## src/rtl/mc_core_bus.sv

```systemverilog
// mc_core_bus -- multicycle MIPS-subset core on a single shared memory port.
//
// Executes addu, subu, slt, ori, lui, lw, sw, beq, j, jal.
// State sequence is FETCH -> DECODE -> EXEC -> (MEM) -> (WB) -> FETCH.
// HALT is entered on a bus timeout and is left only through rst.
//
// Parameters:
//   RESET_PC : PC value loaded on reset
//   ADDR_W   : width of mem_addr (12..32)
//   TIMEOUT  : maximum wait cycles per bus transfer (0 = no timeout)
//
// Ports:
//   clk, rst            : clock, synchronous active-high reset
//   mem_req/mem_we      : bus request and store strobe
//   mem_addr/mem_wdata  : word-aligned byte address and store data
//   mem_rdata/mem_ack   : fetch/load data and transfer-complete handshake
//   illegal             : sticky flag, an unsupported instruction was decoded
//   bus_err             : sticky flag, a bus timeout halted the core
//   pc_o                : current PC
//
// Optional feature, macro DBG_WB_EN: adds wb_valid/wb_reg/wb_data, which
// pulse for the WB cycle of every GPR write that does not target $0.
module mc_core_bus #(
  parameter logic [31:0] RESET_PC = 32'h0000_3000,
  parameter int          ADDR_W   = 32,
  parameter int          TIMEOUT  = 16
) (
  input  logic              clk,
  input  logic              rst,
  output logic              mem_req,
  output logic              mem_we,
  output logic [ADDR_W-1:0] mem_addr,
  output logic [31:0]       mem_wdata,
  input  logic [31:0]       mem_rdata,
  input  logic              mem_ack,
  output logic              illegal,
  output logic              bus_err,
  output logic [31:0]       pc_o
`ifdef DBG_WB_EN
  ,
  output logic              wb_valid,
  output logic [4:0]        wb_reg,
  output logic [31:0]       wb_data
`endif
);

  // Wait counter only has to reach TIMEOUT-1.
  localparam int CW = (TIMEOUT > 1) ? $clog2(TIMEOUT) : 1;

  typedef enum logic [2:0] {
    S_FETCH, S_DECODE, S_EXEC, S_MEM, S_WB, S_HALT
  } state_t;

  state_t        state_q, state_d;
  logic [31:0]   pc_q, ir_q, a_q, b_q, imm_q, alu_q, dr_q;
  logic [31:0]   rf_q [32];
  logic          illegal_q, bus_err_q;
  logic [CW-1:0] wait_q;

  // Instruction fields
  logic [5:0]  op, funct;
  logic [4:0]  rs, rt, rd;
  logic [15:0] imm16;
  logic [25:0] idx26;

  assign op    = ir_q[31:26];
  assign rs    = ir_q[25:21];
  assign rt    = ir_q[20:16];
  assign rd    = ir_q[15:11];
  assign funct = ir_q[5:0];
  assign imm16 = ir_q[15:0];
  assign idx26 = ir_q[25:0];

  logic is_r, is_addu, is_subu, is_slt, is_ori, is_lui;
  logic is_lw, is_sw, is_beq, is_j, is_jal, valid;

  assign is_r    = (op == 6'h00);
  assign is_addu = is_r && (funct == 6'h21);
  assign is_subu = is_r && (funct == 6'h23);
  assign is_slt  = is_r && (funct == 6'h2A);
  assign is_ori  = (op == 6'h0D);
  assign is_lui  = (op == 6'h0F);
  assign is_lw   = (op == 6'h23);
  assign is_sw   = (op == 6'h2B);
  assign is_beq  = (op == 6'h04);
  assign is_j    = (op == 6'h02);
  assign is_jal  = (op == 6'h03);
  assign valid   = is_addu | is_subu | is_slt | is_ori | is_lui |
                   is_lw | is_sw | is_beq | is_j | is_jal;

  // ALU; the default (A + imm) is the lw/sw effective address.
  logic [31:0] alu_res;
  always_comb begin
    alu_res = a_q + imm_q;
    if (is_addu)      alu_res = a_q + b_q;
    else if (is_subu) alu_res = a_q - b_q;
    else if (is_slt)  alu_res = {31'd0, ($signed(a_q) < $signed(b_q))};
    else if (is_ori)  alu_res = a_q | imm_q;
    else if (is_lui)  alu_res = {imm16, 16'd0};
    else if (is_jal)  alu_res = pc_q;  // PC already points past the jal
  end

  // PC has been advanced in FETCH, so both targets are relative to PC+4.
  logic [31:0] br_tgt, jmp_tgt;
  assign br_tgt  = pc_q + {imm_q[29:0], 2'b00};
  assign jmp_tgt = {pc_q[31:28], idx26, 2'b00};

  // Write-back selection
  logic [4:0]  wb_sel;
  logic [31:0] wb_val;
  logic        wb_en;
  assign wb_sel = is_r ? rd : (is_jal ? 5'd31 : rt);
  assign wb_val = is_lw ? dr_q : alu_q;
  assign wb_en  = (state_q == S_WB) && (wb_sel != 5'd0);

  // A transfer is waiting when a request is out and no ack arrived.
  // Ack outside FETCH/MEM never matters because mem_req is low there.
  logic xfer_wait, timeout_hit;
  assign xfer_wait   = mem_req && !mem_ack;
  assign timeout_hit = (TIMEOUT > 0) && xfer_wait && (wait_q == CW'(TIMEOUT - 1));

  // Next state and bus outputs. Address/we/wdata come straight from
  // registers that do not change while a transfer waits.
  always_comb begin
    state_d   = state_q;
    mem_req   = !rst && ((state_q == S_FETCH) || (state_q == S_MEM));
    mem_we    = !rst && (state_q == S_MEM) && is_sw;
    mem_addr  = (state_q == S_MEM) ? {alu_q[ADDR_W-1:2], 2'b00}
                                   : {pc_q[ADDR_W-1:2], 2'b00};
    mem_wdata = b_q;
    case (state_q)
      S_FETCH:  if (timeout_hit) state_d = S_HALT;
                else if (mem_ack) state_d = S_DECODE;
      S_DECODE: state_d = valid ? S_EXEC : S_FETCH;
      S_EXEC:   if (is_beq || is_j)     state_d = S_FETCH;
                else if (is_lw || is_sw) state_d = S_MEM;
                else                     state_d = S_WB;
      S_MEM:    if (timeout_hit) state_d = S_HALT;
                else if (mem_ack) state_d = is_sw ? S_FETCH : S_WB;
      S_WB:     state_d = S_FETCH;
      S_HALT:   state_d = S_HALT;
      default:  state_d = S_FETCH;
    endcase
  end

  always_ff @(posedge clk) begin
    if (rst) begin
      state_q   <= S_FETCH;
      pc_q      <= RESET_PC;
      ir_q      <= '0;
      a_q       <= '0;
      b_q       <= '0;
      imm_q     <= '0;
      alu_q     <= '0;
      dr_q      <= '0;
      illegal_q <= 1'b0;
      bus_err_q <= 1'b0;
      wait_q    <= '0;
      for (int i = 0; i < 32; i++) rf_q[i] <= '0;
    end else begin
      state_q <= state_d;
      wait_q  <= xfer_wait ? wait_q + 1'b1 : '0;
      if (timeout_hit) bus_err_q <= 1'b1;
      case (state_q)
        S_FETCH: if (mem_ack) begin
          ir_q <= mem_rdata;
          pc_q <= pc_q + 32'd4;
        end
        S_DECODE: begin
          a_q   <= rf_q[rs];
          b_q   <= rf_q[rt];
          imm_q <= is_ori ? {16'd0, imm16} : {{16{imm16[15]}}, imm16};
          if (!valid) illegal_q <= 1'b1;
        end
        S_EXEC: begin
          alu_q <= alu_res;
          if (is_beq && (a_q == b_q)) pc_q <= br_tgt;
          else if (is_j || is_jal)    pc_q <= jmp_tgt;
        end
        S_MEM: if (mem_ack && is_lw) dr_q <= mem_rdata;
        S_WB:  if (wb_en) rf_q[wb_sel] <= wb_val;
        default: ;
      endcase
    end
  end

  assign illegal = illegal_q;
  assign bus_err = bus_err_q;
  assign pc_o    = pc_q;

`ifdef DBG_WB_EN
  assign wb_valid = wb_en;
  assign wb_reg   = wb_sel;
  assign wb_data  = wb_val;
`endif

endmodule

```

## config.mk

```make
export PLATFORM = sky130hd
export DESIGN_NAME = mc_core_bus
export DESIGN_NICKNAME = d
export VERILOG_FILES = /design/src/rtl/mc_core_bus.sv
export SDC_FILE = /design/constraint.sdc
export NUM_CORES = 2
export LEC_CHECK = 0
export CORE_ASPECT_RATIO = 0.75
export CORE_MARGIN = 10
export CORE_UTILIZATION = 38
export DETAILED_ROUTE_END_ITERATION = 8
export GPL_TIMING_DRIVEN = 0
export PLACE_DENSITY_LB_ADDON = 0.3
export SLEW_MARGIN = 20
export SYNTH_ARGS = -nofsm -noshare
export SYNTH_HDL_FRONTEND = slang
export SYNTH_SLANG_ARGS = --single-unit
```

## constraint.sdc

```tcl
create_clock -name clk -period 9.5 [get_ports clk]
set_input_delay 1.9 -clock clk [delete_from_list [all_inputs] [get_ports clk]]
set_output_delay 1.9 -clock clk [all_outputs]
set_load 0.03 [all_outputs]
```

==> impl_metrics.env <==
export IMPL_ys_types=95
export IMPL_fin_nets=6062
export IMPL_drv_cap=0
export IMPL_cts_buffers=119
export IMPL_synthesis_area_sq_um=68700
export IMPL_clockRootBuffer="clkbuf_16"
export IMPL_viasPerCell=6.39
export IMPL_drive_above_1_share_pct=17.5
export IMPL_clk_latency_ns=0.79
export IMPL_met2_length_um=110000
export IMPL_num_vias=53600
export IMPL_period_share_pct=70.9
export IMPL_numPortBuffers=129
export IMPL_setup_viol=0
export IMPL_rows=135
export IMPL_status="complete, no violations"
export IMPL_clock_skew_ns=0.0537
export IMPL_path_class="reg2out"
export IMPL_drv_slew=0
export IMPL_ant_nets=0
export IMPL_yosysWarnings=0
export IMPL_cts_clk_slew_worst_paths_ns=0.07
export IMPL_num_fill_cells=16700
export IMPL_p_total_mw=13.5
export IMPL_fin_tns_setup_ns=0
export IMPL_grt_usage_pct=28.2
export IMPL_grt_pass1_vias=50200
export IMPL_holdWs_ns=0.454
export IMPL_antenna_found_initial=17
export IMPL_wl_per_cell_um=34.7
export IMPL_cts_tree="built"
export IMPL_io_pins=135
export IMPL_arrival_ns=4.83
export IMPL_hold_viol=0
export IMPL_routed_wl_um=291000
export IMPL_rsz0062_at_grt="false"
export IMPL_die_w_um=511
export IMPL_drc=0
export IMPL_grt_pass1_wl_um=397000
export IMPL_hpwl_um=229000
export IMPL_htreeDepth=3
export IMPL_vdd_drop_max_v=0.000160
export IMPL_ys_seq_area_share_pct=51.1
export IMPL_routed_wl_met3_um=47700
export IMPL_fmax_mhz=149
export IMPL_syn_inst=5551
export IMPL_crit_path_end_kind="output port"
export IMPL_worst_path_max_fanout=10
export IMPL_place_congestion=1.04
export IMPL_die_area_sq_um=198000
export IMPL_slew_headroom_pct=5.39
export IMPL_leakage_nw=25.3
export IMPL_hold_path_class="reg2reg"
export IMPL_cts_setup_buffers=0
export IMPL_ctsHoldBuffers=0
export IMPL_required_ns=7.60
export IMPL_final_min_clock_period_ns=6.73
export IMPL_avgSynthCellArea_sq_um=12.4
export IMPL_synthFlopType="edfxtp_1"
export IMPL_cts_sinks=1240
export IMPL_start_kind="flop"
export IMPL_routed_top_layer="met5"
export IMPL_synthToLayoutAreaGrowth_pct=13.6
export IMPL_wl_met1_um=126000
export IMPL_start_util_pct=38.1
export IMPL_clockBufferDepth=3
export IMPL_core_area_sq_um=180000
export IMPL_p_per_area_nw_per_um2=173
export IMPL_synth_seq_cells=1240
export IMPL_synth_edf_count=1024
export IMPL_firstDrtPassIters=6
export IMPL_overflow=0
export IMPL_cts_resized=0
export IMPL_tightest_slew_ns=1.41
export IMPL_drtIter0Drc=9554
export IMPL_die_h_um=388
export IMPL_synthArstFlopShare_pct=0
export IMPL_grt_max_degree=33
registers in the layout (all words and copies together) (netlist names):
signal	flops
a_q	32
alu_q	32
bus_err	1
dr_q	32
illegal	1
imm_q	17
ir_q	32
mem_wdata	32
pc_o	30
rf_q	1024
state_q	3
wait_q	4
power by group:
part / switching [mW] / total (mW) / internal (mW)
clock network: 2.30 / 5.13 / 2.83
registers: 0.164 / 6.22 / 6.06
logic: 1.32 / 2.11 / 0.784
cell usage in the layout (no fill, tap or decap), types with 22 or more instances in the layout:
cell type / count
a211oi_1: 103
a21o_1: 37
a21oi_1: 280
a31oi_1: 27
and3_1: 23
buf_12: 23
buf_2: 51
clkbuf_1: 401
clkbuf_16: 122
clkbuf_2: 53
clkdlybuf4s50_1: 129
clkinv_1: 23
conb_1: 36
dfxtp_1: 215
edfxtp_1: 1024
ha_1: 157
inv_1: 130
mux2i_1: 104
mux4_2: 640
nand2_1: 395
nand2_2: 22
nand3_1: 44
nor2_1: 1206
nor3_1: 48
o21ai_0: 119
o21bai_1: 22
o22ai_1: 25
xnor2_1: 67
xor2_1: 32
layout make-up:
class	count	area, sq um	area share [%]
sequential	1240	35100	45.0
multi-input combinational	3705	31300	40.1
clock buffer	158	3260	4.18
tap	2397	3000	3.84
buffer	509	2180	2.80
timing repair buffer	159	1840	2.35
clock inverter	70	818	1.05
inverter	132	495	0.635
antenna	8	20.0	0.0257
cells in the mapped netlist, types with 6 or more instances:
cell type	instances	area share (%)
a2111oi_0	6	0.077
a211o_1	8	0.10
a211oi_1	104	1.1
a21o_1	37	0.40
a21oi_1	280	2.0
a221oi_1	13	0.17
a22oi_1	7	0.077
a31oi_1	27	0.25
a32oi_1	8	0.10
a41oi_1	9	0.11
and2_1	6	0.055
and3_1	23	0.21
and4_1	8	0.10
buf_1	47	0.26
buf_2	31	0.23
buf_4	9	0.098
clkbuf_1	410	2.2
clkbuf_8	9	0.18
dfxtp_1	216	6.3
edfxtp_1	1024	45
ha_1	157	2.9
inv_1	130	0.71
mux2i_1	104	1.5
mux4_2	640	21
nand2_1	426	2.3
nand2b_1	19	0.17
nand3_1	44	0.32
nand4_1	18	0.16
nor2_1	1208	6.6
nor2b_1	21	0.19
nor3_1	49	0.36
nor4_1	12	0.11
o2111ai_1	6	0.077
o211ai_1	21	0.23
o21a_1	10	0.11
o21ai_0	119	0.87
o21ai_1	14	0.10
o21bai_1	22	0.24
o221ai_1	13	0.17
o22ai_1	25	0.23
o31ai_1	8	0.087
or2_2	6	0.055
or3_1	6	0.055
xnor2_1	67	0.85
xor2_1	32	0.41
path summary, 6_finish.rpt:
path / depth (start not counted) / slack (ns) / start / to
worst min-delay path: 1 / 0.45 / wait_q[0] / wait_q[0]
worst min register to register: 1 / 0.45 / wait_q[0] / wait_q[0]
worst max-delay path: 8 / 2.77 / state_q[2] / mem_addr[29]
worst max register to register: 10 / 3.07 / mem_wdata[30] / pc_o[31]
metrics by stage:
| stage | instance area [sq um] | setup slack [ns] | util (%) | std cells |
|---|---|---|---|---|
| 2_1_floorplan | 68800 | 4.61 | - | 5586 |
| 3_3_place_gp | 73100 | 2.21 | 40.6 | 8112 |
| 3_5_place_dp | 73800 | 3.16 | 41.0 | 8139 |
| 4_1_cts | 77900 | 2.98 | 43.2 | 8367 |
| 5_1_grt | 78000 | 2.74 | 43.3 | 8371 |
| 6_report | 78000 | 2.77 | 43.3 | 8378 |
critical path, stage by stage (launching register included):
cell             delay, ns
dfxtp_1               0.30
clkbuf_1              0.56
clkinv_1              0.67
nand3_1               0.36
clkbuf_1              0.73
clkbuf_1              0.40
nand2_1               0.09
nand2_1               0.22
clkdlybuf4s50_1       0.72
routing by layer:
layer | global-route usage [%] | vias to the layer above
met3 | 11.9 | 406
met1 | 43.4 | 27500
li1 | - | 21400
met4 | 7.15 | 14
met2 | 35.5 | 4181
met5 | 0 | -
cell families after synthesis:
kind of cell	count (synthesis)	share of synthesized area, %
other cells	1	0.00546
simple gates	1872	11.0
xor+xnor	100	1.29
mux	745	22.5
flops	1240	51.1
compound gates	791	7.34
buf+inv	641	3.77
fa+ha+maj	161	2.98
(Power assumes the default switching activity.)
